===== config.mk =====
export PLATFORM = sky130hd
export DESIGN_NAME = elevator_car_ctrl
export DESIGN_NICKNAME = d
export VERILOG_FILES = /design/src/rtl/elevator_car_ctrl.sv
export SDC_FILE = /design/constraint.sdc
export NUM_CORES = 1
export LEC_CHECK = 0
export ABC_AREA = 1
export ABC_CLOCK_PERIOD_IN_PS = 2200
export BUFFER_PORTS_ARGS = -buffer_cell sky130_fd_sc_hd__buf_2
export CORE_UTILIZATION = 45
export CTS_BUF_LIST = sky130_fd_sc_hd__clkbuf_4 sky130_fd_sc_hd__clkbuf_8
export DETAILED_ROUTE_END_ITERATION = 12
export PLACE_DENSITY = 0.68
export SYNTH_ARGS = -nofsm -noshare
export SYNTH_HDL_FRONTEND = slang
export SYNTH_SLANG_ARGS = --single-unit

===== constraint.sdc =====
create_clock -name clk -period 2.2 [get_ports clk]
set_input_delay 0.55 -clock clk [delete_from_list [all_inputs] [get_ports clk]]
set_output_delay 0.55 -clock clk [all_outputs]
set_load 0.1 [all_outputs]

===== src/rtl/elevator_car_ctrl.sv =====
// Elevator car motion controller.
// Reads the floor-call vectors and runs a collective up/down sweep.
// It steps the car one floor at a time, times the door dwell, and pulses
// served_* on each door opening so upstream logic can clear the calls it satisfied.
// Optional build macro DOOR_HOLD_EN adds a door_hold input.
// While door_hold is high, the door dwell timer keeps restarting.
module elevator_car_ctrl #(
  parameter int NUM_FLOORS  = 8,
  parameter int FLOOR_W     = 3,
  parameter int MOVE_CYCLES = 16,
  parameter int DOOR_CYCLES = 32
) (
  input  logic                  clk,
  input  logic                  reset,
  input  logic [NUM_FLOORS-1:0] call_inside,
  input  logic [NUM_FLOORS-1:0] call_up,
  input  logic [NUM_FLOORS-1:0] call_down,
  output logic [FLOOR_W-1:0]    floor,
  output logic                  dir_up,
  output logic                  moving,
  output logic                  door_open,
  output logic                  served_valid,
  output logic [FLOOR_W-1:0]    served_floor,
  output logic                  served_inside,
  output logic                  served_up,
  output logic                  served_down
`ifdef DOOR_HOLD_EN
  ,
  input  logic                  door_hold
`endif
);

  localparam int MAX_CYCLES = (MOVE_CYCLES > DOOR_CYCLES) ? MOVE_CYCLES : DOOR_CYCLES;
  localparam int TMR_W      = $clog2(MAX_CYCLES);

  localparam logic [TMR_W-1:0]   MOVE_LOAD = TMR_W'(MOVE_CYCLES - 1);
  localparam logic [TMR_W-1:0]   DOOR_LOAD = TMR_W'(DOOR_CYCLES - 1);
  localparam logic [TMR_W-1:0]   TMR_ONE   = TMR_W'(1);
  localparam logic [FLOOR_W-1:0] FLOOR_ONE = FLOOR_W'(1);

  typedef enum logic [1:0] {
    ST_IDLE,
    ST_MOVE,
    ST_ARRIVE,
    ST_DOOR
  } state_t;

  state_t             state_q, state_d;
  logic [FLOOR_W-1:0] floor_q, floor_d;
  logic               dir_up_q, dir_up_d;
  logic [TMR_W-1:0]   timer_q, timer_d;
  logic               served_valid_q, served_valid_d;
  logic [FLOOR_W-1:0] served_floor_q, served_floor_d;
  logic               served_inside_q, served_inside_d;
  logic               served_up_q, served_up_d;
  logic               served_down_q, served_down_d;

  logic [NUM_FLOORS-1:0] all_calls;
  logic inside_here, up_here, down_here, any_here;
  logic above, below, ahead, behind;
  logic dir_next, stop_here, hold_now;

`ifdef DOOR_HOLD_EN
  assign hold_now = door_hold;
`else
  assign hold_now = 1'b0;
`endif

  // Summarise the call vectors relative to the car's floor and direction.
  always_comb begin
    all_calls   = call_inside | call_up | call_down;
    inside_here = call_inside[floor_q];
    up_here     = call_up[floor_q];
    down_here   = call_down[floor_q];
    any_here    = all_calls[floor_q];
    above       = 1'b0;
    below       = 1'b0;
    for (int i = 0; i < NUM_FLOORS; i++) begin
      if (i > int'(floor_q)) above = above | all_calls[i];
      if (i < int'(floor_q)) below = below | all_calls[i];
    end
    ahead     = dir_up_q ? above : below;
    behind    = dir_up_q ? below : above;
    dir_next  = (ahead | (dir_up_q ? up_here : down_here)) ? dir_up_q : ~dir_up_q;
    stop_here = inside_here | (dir_up_q & up_here) | (~dir_up_q & down_here) |
                (any_here & ~ahead);
  end

  // Sweep FSM: next state, floor stepping, timers and the served pulse.
  always_comb begin
    state_d         = state_q;
    floor_d         = floor_q;
    dir_up_d        = dir_up_q;
    timer_d         = timer_q;
    served_valid_d  = 1'b0;
    served_floor_d  = '0;
    served_inside_d = 1'b0;
    served_up_d     = 1'b0;
    served_down_d   = 1'b0;

    case (state_q)
      ST_IDLE: begin
        if (any_here) begin
          state_d         = ST_DOOR;
          timer_d         = DOOR_LOAD;
          dir_up_d        = dir_next;
          served_valid_d  = 1'b1;
          served_floor_d  = floor_q;
          served_inside_d = inside_here;
          served_up_d     = up_here & dir_next;
          served_down_d   = down_here & ~dir_next;
        end else if (above) begin
          state_d  = ST_MOVE;
          dir_up_d = 1'b1;
          timer_d  = MOVE_LOAD;
        end else if (below) begin
          state_d  = ST_MOVE;
          dir_up_d = 1'b0;
          timer_d  = MOVE_LOAD;
        end
      end

      ST_MOVE: begin
        if (timer_q == '0) begin
          state_d = ST_ARRIVE;
          floor_d = dir_up_q ? (floor_q + FLOOR_ONE) : (floor_q - FLOOR_ONE);
        end else begin
          timer_d = timer_q - TMR_ONE;
        end
      end

      ST_ARRIVE: begin
        if (stop_here) begin
          state_d         = ST_DOOR;
          timer_d         = DOOR_LOAD;
          dir_up_d        = dir_next;
          served_valid_d  = 1'b1;
          served_floor_d  = floor_q;
          served_inside_d = inside_here;
          served_up_d     = up_here & dir_next;
          served_down_d   = down_here & ~dir_next;
        end else if (ahead) begin
          state_d = ST_MOVE;
          timer_d = MOVE_LOAD;
        end else begin
          state_d = ST_IDLE;
        end
      end

      ST_DOOR: begin
        if (hold_now) begin
          timer_d = DOOR_LOAD;
        end else if (timer_q != '0) begin
          timer_d = timer_q - TMR_ONE;
        end else if (ahead) begin
          state_d = ST_MOVE;
          timer_d = MOVE_LOAD;
        end else if (behind) begin
          state_d  = ST_MOVE;
          dir_up_d = ~dir_up_q;
          timer_d  = MOVE_LOAD;
        end else begin
          state_d = ST_IDLE;
        end
      end

      default: begin
        state_d = ST_IDLE;
        timer_d = '0;
      end
    endcase
  end

  // State registers with synchronous reset that abandons any move or door cycle.
  always_ff @(posedge clk) begin
    if (reset) begin
      state_q         <= ST_IDLE;
      floor_q         <= '0;
      dir_up_q        <= 1'b1;
      timer_q         <= '0;
      served_valid_q  <= 1'b0;
      served_floor_q  <= '0;
      served_inside_q <= 1'b0;
      served_up_q     <= 1'b0;
      served_down_q   <= 1'b0;
    end else begin
      state_q         <= state_d;
      floor_q         <= floor_d;
      dir_up_q        <= dir_up_d;
      timer_q         <= timer_d;
      served_valid_q  <= served_valid_d;
      served_floor_q  <= served_floor_d;
      served_inside_q <= served_inside_d;
      served_up_q     <= served_up_d;
      served_down_q   <= served_down_d;
    end
  end

  assign floor         = floor_q;
  assign dir_up        = dir_up_q;
  assign moving        = (state_q == ST_MOVE);
  assign door_open     = (state_q == ST_DOOR);
  assign served_valid  = served_valid_q;
  assign served_floor  = served_floor_q;
  assign served_inside = served_inside_q;
  assign served_up     = served_up_q;
  assign served_down   = served_down_q;

endmodule


==> out/results.tsv <==
stage	metric	value	unit
clocking	tritoncts	done	
worst_setup_path	crit_path_top_delay_cell	dfxtp_1	
finish	layout-drive-gt1-share	19.5	%
grt	grt_max_degree	22	
clocking	cts_num_sinks	18	
route	wirelength	4320	um
synthesis	synth_area_leader_cell	nand2_1	
power_and_ir_drop	power.share.sequential	31.6	%
grt	antenna_found_initial	0	
synthesis	synth-seq-area-share	20.0	%
power_and_ir_drop	finalPower	1.32	mW
power_and_ir_drop	powerDensity	633	mW/mm2
power_and_ir_drop	swShare	46.5	%
sta	setup_tns	0	ps
finish	final_cell_mix	114 x nand2_1, 49 x inv_1, 41 x nor2_1	
grt	grt_pass1_vias	1703	
clocking	clk_latency	250	ps
power_and_ir_drop	p_leak	1.28	nW
clocking	clockBufferDepth	2	
clocking	htree_levels	1	
clocking	cts-buffers-inserted	3	
power_and_ir_drop	pwr-share-comb	48.3	%
place	dp_slack	159	ps
worst_setup_path	crit_arrival	1490	ps
sta	finalCritPeriodShare	92.6	%
power_and_ir_drop	power.internal	708	uW
floorplanning	core.rowCount	22	
sta	setup_slack	163	ps
route	first_pass_iters	4	
worst_setup_path	endpoint_kind	output port	
floorplanning	initial_core_util	48.0	%
place	dpl.cell_count	400	
synthesis	synth_warnings	0	
job	drv_cap	0	
finish	nNetsFinal	393	
synthesis	syn_avg_cell_area	5.64	um2
synthesis	synth_top_area_share	23.8	%
finish	synthToLayoutAreaGrowth	16.4	%
floorplanning	dieArea	0.00425	mm2
synthesis	yosysUniqueCellTypes	27	
sta	worst_pin_slew	489	ps
worst_setup_path	crit_chain	inv_1 -> nor2_4 -> buf_2	
route	drt_iter0_markers	122	
power_and_ir_drop	power.switching	616	uW
sta	min_period	2040	ps
sta	fmax	0.491	GHz
floorplanning	die_x	65.2	um
sta	rsz0062_at_grt	false	
route	vias	1936	
place	gp_congestion	0.891	
sta	slew_headroom	67.6	%
floorplanning	io_pins	39	
power_and_ir_drop	pwr-share-clk	20.1	%
place	placed_cell_area	0.00201	mm2
clocking	ctsRootBufferMaster	clkbuf_8	
power_and_ir_drop	vdd_drop_max	0.000292	V
grt	grtUsageTotal	21.3	%
grt	overflow	0	
finish	instances_no_fill	407	
worst_setup_path	worst_ep_required_time	1650	ps
finish	final_common_cell	nand2_1	
floorplanning	die_h	65.2	um
sta	hold_viol	0	
place	hpwl	3530	um
synthesis	syn_area	0.00180	mm2
clocking	clk_pin_slew	70	ps
grt	grt_first_pass_wirelength	7180	um
sta	drv_slew	0	
route	post-route-drc-count	0	
finish	utilization	55.9	%
worst_setup_path	critPathLaunchType	flip-flop	
place	port_buffers	38	
worst_setup_path	critPathMaxFanout	8	
worst_hold_path	hold_class	flip-flop to flip-flop	
route	vias_per_cell	4.76	
finish	num-fill-cells	415	
synthesis	synth_top_cells_by_area	nand2_1 24%, dfxtp_1 20%, inv_1 10%	
sta	worst_hold_slack	498	ps
worst_setup_path	max_stage_delay	510	ps
worst_setup_path	path_class	flip-flop to output port	
synthesis	synth_nets	352	
route	ant_nets	0	
route	routedWlPerCell	10.6	um
sta	setup_violations	0	
sta	fin_skew	1.07	ps
synthesis	postSynthCellCount	319	
finish	finalInstanceArea	0.00209	mm2
finish	antennaDiodeCount	0	
synthesis	synth-seq-cells	18	
run_status	status	finished, final reports clean	
floorplanning	core_area	0.00374	mm2
-- metal layers --
layer,track usage (%),wire length (um),up-vias
met5,0,0,-
met4,1.63,6,0
met3,3.65,193,2
met2,37.2,1960,41
met1,28.1,2160,838
li1,-,-,1055
-- registers in the layout, summed over array words and instances (netlist names) --
name and flops:
timer_q 5, dir_up 1, served_up 1, served_down 1, served_valid 1, floor 3, state_q 2, served_inside 1
served_floor 3
-- what timing repair did --
item | CTS | global route
setup endpoints to repair | 0 | 6
resized for setup | 0 | 3
hold buffers | 0 | 0
setup buffers | 0 | 3
-- power by group through the flow --
| stage | registers (mW) | clock network (mW) | logic (mW) |
|---|---|---|---|
| final | 0.418 | 0.266 | 0.640 |
| after global routing | 0.424 | 0.289 | 0.711 |
| after CTS | 0.416 | 0.277 | 0.632 |
| after detailed placement | 0.424 | 0 | 0.630 |
| after global placement | 0.425 | 0 | 0.627 |
| after floorplan | 0.514 | 0 | 0.425 |
-- cell usage after synthesis (all sizes together) --
cell / instances
a21oi: 9
a31oi: 1
buf: 7
dfxtp: 18
ha: 7
inv: 53
mux2i: 1
nand2: 119
nand3: 36
nand4: 3
nor2: 47
nor3: 4
nor3b: 1
o211ai: 2
o21ai: 7
or2: 1
xor2: 3
-- cell type report --
cell class | count | area (um2) | area share (%)
Multi-Input combinational cell | 241 | 1170 | 56.1
Sequential cell | 18 | 369 | 17.6
Timing Repair Buffer | 43 | 228 | 10.9
Inverter | 53 | 208 | 9.92
Tap cell | 48 | 60.1 | 2.87
Clock buffer | 4 | 55.1 | 2.63
-- worst max-delay path, delay by kind of cell (launching register included) --
family | cells | cell delay, ps
AND/OR/NAND/NOR | 1 | 110
buffers and inverters | 2 | 610
flip-flops | 1 | 510
-- worst paths after layout --
kind,depth (start not counted),slack [ps],from,endpoint
worst max register to register,14,220,floor[0],state_q[1]
worst min-delay path,2,500,timer_q[3],timer_q[3]
worst max-delay path,3,160,state_q[0],moving
worst min register to register,2,500,timer_q[3],timer_q[3]
-- logic make-up after synthesis --
logic type	count (synthesis)	share of synthesized area (%)
flops	18	20.0
mux	1	0.557
compound gates	19	5.64
fa+ha+maj	7	4.87
buf+inv	60	15.1
simple gates	211	52.3
xor+xnor	3	1.46
(Power assumes the default switching activity.)
